**config.mk**
```make
export PLATFORM = sky130hd
export DESIGN_NAME = mem_stage_lsu_flat
export DESIGN_NICKNAME = d
export VERILOG_FILES = /design/src/rtl/mem_stage_lsu_if.sv /design/src/rtl/mem_stage_lsu.sv /design/src/flat_wrapper.sv
export SDC_FILE = /design/constraint.sdc
export NUM_CORES = 1
export LEC_CHECK = 0
export CORE_MARGIN = 1.5
export CORE_UTILIZATION = 37
export CTS_CLUSTER_DIAMETER = 50
export DETAILED_ROUTE_END_ITERATION = 12
export PLACE_DENSITY = 0.83
export SYNTH_ARGS = -nofsm -noshare
export SYNTH_HDL_FRONTEND = slang
export SYNTH_SLANG_ARGS = --single-unit
```
**constraint.sdc**
```tcl
create_clock -name clk -period 2.6 [get_ports clk]
set_input_delay 0.52 -clock clk [delete_from_list [all_inputs] [get_ports clk]]
set_output_delay 0.52 -clock clk [all_outputs]
set_load 0.02 [all_outputs]
```
**src/rtl/mem_stage_lsu_if.sv**
```systemverilog
// ----------------------------------------------------------------------------
// mem_stage_lsu_if
//   Data-memory request/response bus between the MEM-stage LSU (master) and
//   the data memory or bus bridge (slave).
//
//   req_valid  master -> slave  request valid
//   req_ready  slave  -> master request accepted
//   we         master -> slave  1 = write, 0 = read
//   addr       master -> slave  word-aligned byte address
//   wdata      master -> slave  lane-replicated store data
//   be         master -> slave  byte enables (writes only)
//   rsp_valid  slave  -> master read data valid
//   rdata      slave  -> master read data word
// ----------------------------------------------------------------------------
interface mem_stage_lsu_if;
    logic        req_valid;
    logic        req_ready;
    logic        we;
    logic [31:0] addr;
    logic [31:0] wdata;
    logic [3:0]  be;
    logic        rsp_valid;
    logic [31:0] rdata;

    modport master (
        output req_valid, we, addr, wdata, be,
        input  req_ready, rsp_valid, rdata
    );

    modport slave (
        input  req_valid, we, addr, wdata, be,
        output req_ready, rsp_valid, rdata
    );
endinterface

```
**src/rtl/mem_stage_lsu.sv**
```systemverilog
// ----------------------------------------------------------------------------
// mem_stage_lsu
//   MEM-stage load/store unit. Turns the EX->MEM control word into a single
//   valid/ready data-memory transaction, stalls the front of the pipeline
//   until the access completes, and formats load data for MEM->WB.
//
//   Parameters
//     XLEN            datapath width (only 32 is supported)
//     TIMEOUT_CYCLES  max cycles spent in REQ+WAIT before abort; 0 disables
//
//   Ports
//     clk, rst        clock, asynchronous active-high reset
//     MemWriteM       store in MEM stage (wins over a simultaneous load)
//     ResultSrcM      2'b01 marks a load
//     ALUResultM      effective byte address
//     WriteDataM      store data
//     funct3M         RV32I access size/sign
//     LsuStallM       combinational stall for IF..MEM
//     ReadDataM       registered, formatted load data
//     LsuErrM         one-cycle pulse on timeout / misalignment abort
//     dmem            mem_stage_lsu_if.master data-memory bus
//
//   Build option
//     LSU_MISALIGN_TRAP_EN  when defined, misaligned half/word accesses are
//                           aborted without a bus request and flag LsuErrM.
//                           When undefined, low address bits are ignored.
// ----------------------------------------------------------------------------
module mem_stage_lsu #(
    parameter int XLEN           = 32,
    parameter int TIMEOUT_CYCLES = 255
) (
    input  logic            clk,
    input  logic            rst,
    input  logic            MemWriteM,
    input  logic [1:0]      ResultSrcM,
    input  logic [XLEN-1:0] ALUResultM,
    input  logic [XLEN-1:0] WriteDataM,
    input  logic [2:0]      funct3M,
    output logic            LsuStallM,
    output logic [XLEN-1:0] ReadDataM,
    output logic            LsuErrM,
    mem_stage_lsu_if.master dmem
);

    // Counter only needs to reach TIMEOUT_CYCLES-1.
    localparam int CNT_W = (TIMEOUT_CYCLES > 2) ? $clog2(TIMEOUT_CYCLES) : 1;

    typedef enum logic [1:0] {
        IDLE = 2'd0,
        REQ  = 2'd1,
        WAIT = 2'd2,
        DONE = 2'd3
    } state_t;

    state_t             state, next_state;
    logic [CNT_W-1:0]   cnt;
    logic               is_store, is_load, access;
    logic               handshake, timeout_hit, misaligned;
    logic               timeout_abort, misalign_abort;
    logic [3:0]         store_be;
    logic [31:0]        store_wdata;
    logic [31:0]        load_fmt;

    // Byte enables for a store of the given size at the given lane.
    function automatic logic [3:0] lane_be(input logic [1:0] size, input logic [1:0] a);
        logic [3:0] be;
        case (size)
            2'b00:   be = 4'b0001 << a;
            2'b01:   be = 4'b0011 << {a[1], 1'b0};
            default: be = 4'b1111;
        endcase
        return be;
    endfunction

    // Replicate store data across all lanes so any enabled lane sees it.
    function automatic logic [31:0] lane_wdata(input logic [1:0] size, input logic [31:0] wd);
        logic [31:0] w;
        case (size)
            2'b00:   w = {4{wd[7:0]}};
            2'b01:   w = {2{wd[15:0]}};
            default: w = wd;
        endcase
        return w;
    endfunction

    // Extract the addressed byte/half and extend it; unknown codes act as LW.
    function automatic logic [31:0] fmt_load(input logic [2:0] f3, input logic [1:0] a,
                                             input logic [31:0] w);
        logic signed [7:0]  sb;
        logic signed [15:0] sh;
        logic signed [31:0] r;
        sb = w[{a, 3'b000} +: 8];
        sh = w[{a[1], 4'b0000} +: 16];
        case (f3)
            3'b000:  r = 32'(sb);
            3'b001:  r = 32'(sh);
            3'b100:  r = {24'd0, sb};
            3'b101:  r = {16'd0, sh};
            default: r = w;
        endcase
        return r;
    endfunction

    assign is_store  = MemWriteM;
    assign is_load   = !MemWriteM && (ResultSrcM == 2'b01);
    assign access    = is_store || is_load;
    assign handshake = (state == REQ) && dmem.req_ready;

    assign timeout_hit = (TIMEOUT_CYCLES > 0) && (cnt == CNT_W'(TIMEOUT_CYCLES - 1));

`ifdef LSU_MISALIGN_TRAP_EN
    assign misaligned = ((funct3M[1:0] == 2'b01) && ALUResultM[0]) ||
                        (funct3M[1] && (ALUResultM[1:0] != 2'b00));
`else
    assign misaligned = 1'b0;
`endif

    assign store_be    = lane_be(funct3M[1:0], ALUResultM[1:0]);
    assign store_wdata = lane_wdata(funct3M[1:0], WriteDataM[31:0]);
    assign load_fmt    = fmt_load(funct3M, ALUResultM[1:0], dmem.rdata);

    // State register
    always_ff @(posedge clk or posedge rst) begin
        if (rst) begin
            state <= IDLE;
        end else begin
            state <= next_state;
        end
    end

    // Next-state logic; a completion in the timeout cycle takes precedence.
    always_comb begin
        next_state     = state;
        timeout_abort  = 1'b0;
        misalign_abort = 1'b0;
        case (state)
            IDLE: begin
                if (access) begin
                    if (misaligned) begin
                        next_state     = DONE;
                        misalign_abort = 1'b1;
                    end else begin
                        next_state = REQ;
                    end
                end
            end
            REQ: begin
                if (handshake) begin
                    next_state = is_store ? DONE : WAIT;
                end else if (timeout_hit) begin
                    next_state    = DONE;
                    timeout_abort = 1'b1;
                end
            end
            WAIT: begin
                if (dmem.rsp_valid) begin
                    next_state = DONE;
                end else if (timeout_hit) begin
                    next_state    = DONE;
                    timeout_abort = 1'b1;
                end
            end
            default: next_state = IDLE;
        endcase
    end

    // Outputs: bus fields come straight from the stall-frozen *M inputs in REQ.
    always_comb begin
        LsuStallM      = 1'b0;
        dmem.req_valid = 1'b0;
        dmem.we        = 1'b0;
        dmem.addr      = 32'd0;
        dmem.wdata     = 32'd0;
        dmem.be        = 4'b0000;
        case (state)
            IDLE: LsuStallM = access;
            REQ: begin
                LsuStallM      = 1'b1;
                dmem.req_valid = 1'b1;
                dmem.we        = is_store;
                dmem.addr      = {ALUResultM[31:2], 2'b00};
                if (is_store) begin
                    dmem.wdata = store_wdata;
                    dmem.be    = store_be;
                end
            end
            WAIT:    LsuStallM = 1'b1;
            default: LsuStallM = 1'b0;
        endcase
    end

    // Timeout counter, load result and error pulse
    always_ff @(posedge clk or posedge rst) begin
        if (rst) begin
            cnt       <= '0;
            ReadDataM <= '0;
            LsuErrM   <= 1'b0;
        end else begin
            LsuErrM <= timeout_abort || misalign_abort;

            if (state == IDLE && next_state == REQ) begin
                cnt <= '0;
            end else if (state == REQ || state == WAIT) begin
                cnt <= cnt + CNT_W'(1);
            end

            if (state == WAIT && dmem.rsp_valid) begin
                ReadDataM <= load_fmt;
            end else if (timeout_abort && is_load) begin
                ReadDataM <= '0;
            end
        end
    end

endmodule

```
**src/flat_wrapper.sv**
```systemverilog
// flat-port wrapper written by rule: the top's interface ports become plain ports
module mem_stage_lsu_flat 
#(
    parameter int XLEN           = 32,
    parameter int TIMEOUT_CYCLES = 255
)
  (clk, rst, MemWriteM, ResultSrcM, ALUResultM, WriteDataM, funct3M, LsuStallM, ReadDataM, LsuErrM, dmem_req_valid, dmem_we, dmem_addr, dmem_wdata, dmem_be, dmem_req_ready, dmem_rsp_valid, dmem_rdata);
  mem_stage_lsu_if dmem_i ();
  input  logic clk;
  input  logic rst;
  input  logic MemWriteM;
  input  logic [1:0] ResultSrcM;
  input  logic [XLEN-1:0] ALUResultM;
  input  logic [XLEN-1:0] WriteDataM;
  input  logic [2:0] funct3M;
  output logic LsuStallM;
  output logic [XLEN-1:0] ReadDataM;
  output logic LsuErrM;
  output wire logic [$bits(dmem_i.req_valid)-1:0] dmem_req_valid;
  output wire logic [$bits(dmem_i.we)-1:0] dmem_we;
  output wire logic [$bits(dmem_i.addr)-1:0] dmem_addr;
  output wire logic [$bits(dmem_i.wdata)-1:0] dmem_wdata;
  output wire logic [$bits(dmem_i.be)-1:0] dmem_be;
  input wire logic [$bits(dmem_i.req_ready)-1:0] dmem_req_ready;
  input wire logic [$bits(dmem_i.rsp_valid)-1:0] dmem_rsp_valid;
  input wire logic [$bits(dmem_i.rdata)-1:0] dmem_rdata;
  assign dmem_req_valid = dmem_i.req_valid;
  assign dmem_we = dmem_i.we;
  assign dmem_addr = dmem_i.addr;
  assign dmem_wdata = dmem_i.wdata;
  assign dmem_be = dmem_i.be;
  assign dmem_i.req_ready = dmem_req_ready;
  assign dmem_i.rsp_valid = dmem_rsp_valid;
  assign dmem_i.rdata = dmem_rdata;
  mem_stage_lsu #(.XLEN(XLEN), .TIMEOUT_CYCLES(TIMEOUT_CYCLES)) u_core (.clk(clk), .rst(rst), .MemWriteM(MemWriteM), .ResultSrcM(ResultSrcM), .ALUResultM(ALUResultM), .WriteDataM(WriteDataM), .funct3M(funct3M), .LsuStallM(LsuStallM), .ReadDataM(ReadDataM), .LsuErrM(LsuErrM), .dmem(dmem_i));
endmodule
```
# Word-level counts from Yosys, hierarchy flattened
# Index checks and enable logic that the tools add are counted.
classes:
  add_sub_neg: 1
  n_eq_ne: 9
  n_shift: 4
  mux: 25
  reduce_logical: 14
ops:
  columns: ["operator", "n"]
  rows:
  - ["$mux 32", 5]
  - ["$pmux 32 s4", 1]
  - ["$pmux 32 s2", 1]
  - ["$shiftx 32x6->16", 1]
  - ["$shiftx 32x6->8", 1]
  - ["$mux 8", 2]
  - ["$add 8x1->8 const B", 1]
  - ["$eq 2x1->1 const B", 4]
  - ["$eq 8x8->1 const B", 1]
  - ["$mux 2", 4]
  - ["$mux 4", 2]
  - ["$pmux 4 s2", 1]
  - ["$eq 3x3->1 const B", 2]
  - ["$mux 1", 6]
  - ["$pmux 2 s3", 1]
  - ["$logic_and 1x1->1", 5]
  - ["$logic_not 2->1", 2]
  - ["$pmux 1 s2", 2]
  - ["$reduce_bool 2->1", 2]
  - ["$shl 1x2->4 const A", 1]
  - ["$shl 2x2->4 const A", 1]
  - ["$eq 3x1->1 const B", 1]
  - ["$logic_not 3->1", 1]
  - ["$eq 2x2->1 const B", 1]
  - ["other kinds (3)", 4]
totals:
  ff_bits: 43
  inputBits: 106
  output_inout_bits: 104
  word_cells: 57

# Longest topological paths before layout
depth:
  depth_word: 8
  depth_mapped: 8
  mapped_depth_nobuf: 8

# Least setup slack after synthesis
# OpenSTA, ideal clock, no wires.
synth_path:
  path_type: "reg2out"
  start: "register u_core.state[1]"
  end: "output port dmem_be[1]"
  arrival_ps: 1711
  t_required_ps: 2080
  path_slack_ps: 369
  path_stages_with_launch: 7
  path_cell_list: "dfrtp_1 -> inv_1 -> ha_1 -> nand2_1 -> clkbuf_1 -> buf_1 -> a21oi_1"
synth_between:
  elab_chain_cells: 2
synth_lines:
  columns: ["element", "line", "rtl"]
  rows:
  - ["start, declared", "mem_stage_lsu.sv:55", "state_t state, next_state;"]
  - ["start signal, assigned", "mem_stage_lsu.sv:127", "state <= next_state;"]
  - ["$eq 2x1->1", "mem_stage_lsu.sv:175", "case (state)"]
  - ["$mux 4", "mem_stage_lsu.sv:175", null]
  - ["end, declared", "flat_wrapper.sv:23", "output wire logic [$bits(dmem_i.be)-1:0] dmem_be;"]
# No other way between the ends.

# Worst setup path after layout
layout_path:
  start: "input port funct3M[0]"
  end: "output port dmem_wdata[9]"
layout_between:
  elab_chain_cells: 4
layout_lines:
  columns: ["element", "line", "rtl"]
  rows:
  - ["start, declared", "flat_wrapper.sv:15", "input logic [2:0] funct3M;"]
  - ["$eq 2x1->1 or $logic_not 2->1 (tied branches)", "mem_stage_lsu.sv:78", "case (size)"]
  - ["$pmux 32 s2 *", "mem_stage_lsu.sv:78", null]
  - ["$mux 32 *", "mem_stage_lsu.sv:182", "if (is_store) begin"]
  - ["$mux 32 *", "mem_stage_lsu.sv:175", null]
  - ["end, declared", "flat_wrapper.sv:22", "output wire logic [$bits(dmem_i.wdata)-1:0] dmem_wdata;"]
# Mark *: on every way between the ends. The rest lies on a longest branch, timed or not.

==> results.md <==
* Outcome: finished, final reports clean
* Final period utilization at 0.9666
* Ant. Diodes at 0
* Nets at 709
* Compound-Gate Fraction of Synth Area at 0.2305
* Final setup TNS at 0 ns
* Clock Latency Late Sink at 0.29 ns
* Setup crit end kind: primary output
* Max-slew violations at 0
* H-tree depth at 2
* Pleak at 2.745 nW
* Synth unique cells at 47
* # IOs at 210
* Fmax at 0.3979 GHz
* Root Driver: clkbuf_8
* Post-DRT Antenna Nets at 0
* Endpoints failing hold at 0
* Top cell type's share of synthesized area at 0.3418
* Worst Path Class, Setup: input pin to primary output
* Initial antenna violation count at 0
* Main combinational cell family by area after synthesis: simple AND/OR/NAND/NOR gates
* Die Height at 95.24 microns
* Synthesized area at 3148 sq um
* Area Growth Syn to Fin at 77.03%
* Detailed Routing Iterations Pass 1 at 5
* RSZ-0062 raised after global routing: no
* Vias at 3805
* Worst IR drop on VDD at 0.4806 mV
* First-pass GRT wire length at 18560 microns
* Num CTS Buffers at 5
* YS warnings at 0
* Synth area leaders: dfrtp_1 34%, mux2i_1 7.0%, and2_1 6.2%
* Crit-path max cell delay at 0.45 ns
* DR vias/cell at 5.420
* Clk sinks at 43
* Rel. slew slack at 0.2481
* Port Buf Inserts at 207
* Post-CTS Setup Inserts at 0
* CP max FO at 15
* Largest net degree at the start of global routing at 44
* Worst min path class: register to register
* Dpl ws at -0.1915 ns
* Post-synth EDFFs at 0
* Post-route cell area at 5573 sq um
* Worst EP arrival at 1.99 ns
* Synth Area in Adders at 0.02782
* #FFs+latches synth at 43
* Layout cells sized above 1 at 0.09883
* Overflow after GRT at 0
* XOR/XNOR Fraction of Synth Area at 0.01948
* Cell Pwr Density at 809.2 nW/um^2
* Synth Instances at 376
* Vias in the first global route at 3745
* Clock skew at 0.007289 ns
* Metal2 WL at 6142 microns
* Met3 wire len at 1097 microns
* Initial Util at 0.3831
* Post-route DRC at 0
* Die area at 9071 sq um
* Worst slew pin tran at 1.124 ns
* Simple-gate portion of the synthesized area at 0.2421
* Routed WL per cell at 17.37 microns
* Highest metal used: met4
* Seq/Total Area, Yosys at 0.3418
* Worst EP required at 2.08 ns
* Most frequently used flop master after synthesis: dfrtp_1
* Die extent in x at 95.24 microns
* CTS tree: yes
* Final setup fails at 0
* Routability Congestion at 0.9024
* DP Area at 5528 sq um
* Worst hold slack at 0.4947 ns
* Initial drt markers at 245
* CP Cell Sequence: clkdlybuf4s50_1 -> buf_12 -> nor2_1 -> buf_4 -> nand2_1 -> a21oi_1 -> dlygate4sd2_1
* Fin worst setup slack at 0.08692 ns
* Post-Route WL at 12200 microns
* Largest area contributor in the netlist: dfrtp_1
* DRT met1 WL at 4650 microns
* Synth Area per Inst at 8.372 sq um
* Dpl hpwl at 9707 microns
* Overall Global Routing Usage at 0.2639
* CP Launch Type: input pin
* Mux share of post-synthesis cell area at 0.07711
* Max Cap Violations at 0
* Clock-pin slew on the worst setup and hold paths at 0.09 ns
* Layout Utilization at 0.6782
* Final Critical Period at 2.513 ns
* Fillers at 675
* Core area at 8217 sq um
* Critical path's slowest cell: clkdlybuf4s50_1
* Row count at 33
* Max clock buf depth at 2
* Synth async-reset ratio at 1.000
==> state kept, by name, indices dropped and copies added (netlist names) <==
name,count
u_core.cnt,8
u_core.ReadDataM,32
u_core.state,2
u_core.LsuErrM,1
==> cells in the final DEF, fill, tap and decap left out, types with 3 or more instances in the layout <==
cell type / count
a211oi_1: 5
a21oi_1: 21
a221o_1: 16
a22o_1: 9
a22oi_1: 4
a31oi_1: 6
and2_1: 31
and3_1: 10
buf_12: 4
buf_4: 31
clkbuf_2: 3
clkbuf_8: 5
clkdlybuf4s15_1: 4
clkdlybuf4s50_1: 139
dfrtp_1: 43
dlygate4sd2_1: 52
dlymetal6s2s_1: 9
ha_1: 6
inv_1: 9
mux2i_1: 21
nand2_1: 39
nand4_1: 3
nor2_1: 47
nor2b_1: 8
nor3_1: 5
o21ai_0: 12
o22ai_1: 6
o2bb2ai_1: 8
xnor2_1: 3
xor2_1: 4
==> synthesized netlist by cell type, types with 3 or more instances <==
cell type	count
a21oi_1	22
buf_4	3
clkbuf_1	18
a22oi_1	4
nor2b_1	8
mux2i_1	22
nor2_1	47
and3_1	10
o2bb2ai_1	8
o22ai_1	6
ha_1	7
a211oi_1	5
and2_1	31
xor2_1	4
xnor2_1	3
inv_1	9
nand2_1	39
buf_2	7
o21ai_0	12
dfrtp_1	43
nor3_1	5
nand4_1	3
a31oi_1	6
a22o_1	9
a221o_1	16
==> layer usage <==
| metal | vias up | GRT usage |
|---|---|---|
| li1 | 1779 | - |
| met1 | 1758 | 0.3108 |
| met2 | 236 | 0.4752 |
| met3 | 32 | 0.04944 |
| met4 | 0 | 0.09080 |
| met5 | - | 0 |
==> path summary, 6_finish.rpt <==
kind,to,slack [ns],depth (start not counted),startpoint
max in group asynchronous,u_core.ReadDataM[6]$_DFFE_PP0P_,1.55,3,rst
hold reg to reg,u_core.ReadDataM[7]$_DFFE_PP0P_,0.49,1,u_core.ReadDataM[7]$_DFFE_PP0P_
setup reg to reg,u_core.ReadDataM[27]$_DFFE_PP0P_,0.33,5,u_core.state[0]$_DFF_PP0_
setup / recovery,dmem_wdata[9],0.09,7,funct3M[0]
hold / removal,u_core.ReadDataM[7]$_DFFE_PP0P_,0.49,1,u_core.ReadDataM[7]$_DFFE_PP0P_
min in group asynchronous,u_core.ReadDataM[18]$_DFFE_PP0P_,0.68,3,rst
==> metrics by stage <==
stage                     power, W  instances
after CTS                 0.004522        702
after floorplan           0.002752        377
after global placement    0.004149        694
final                     0.004510        702
after global routing      0.004787        702
after detailed placement  0.004229        694
==> critical path: cells and delay by family <==
kind            cells  cell delay (ns)
compound gates      1             0.12
buf+inv             4             1.14
simple gates        2             0.20
==> layout make-up <==
cell class / count / area [sq um] / area share
Inverter: 9 / 33.78 / 0.006062
Clock buffer: 6 / 72.57 / 0.01302
Tap cell: 105 / 131.4 / 0.02357
Sequential cell: 43 / 1076 / 0.1931
Multi-Input combinational cell: 293 / 1897 / 0.3404
Timing Repair Buffer: 244 / 2350 / 0.4216
Clock inverter: 2 / 12.51 / 0.002245
==> power breakdown <==
group	internal, W	total [W]	leakage [nW]	switching, W
Sequential	0.000965	0.00118	0.547	0.000219
Clock	0.000188	0.000427	0.0412	0.000239
Combinational	0.00140	0.00290	2.16	0.00150
Total	0.00255	0.00451	2.74	0.00196
==> repair_timing <==
action,4_1_cts,5_1_grt
endpoints found under the setup margin,58,22
hold buffers,0,0
gates resized for setup,60,23
==> cell families after synthesis <==
logic type | after synthesis
AO/OA/AOI/OAI | 99
XOR/XNOR | 7
adder cells (fa/ha/maj) | 7
buffers and inverters | 41
flip-flops | 43
multiplexers | 24
other | 1
AND/OR/NAND/NOR | 154
Power figures use the tool's default switching activity.
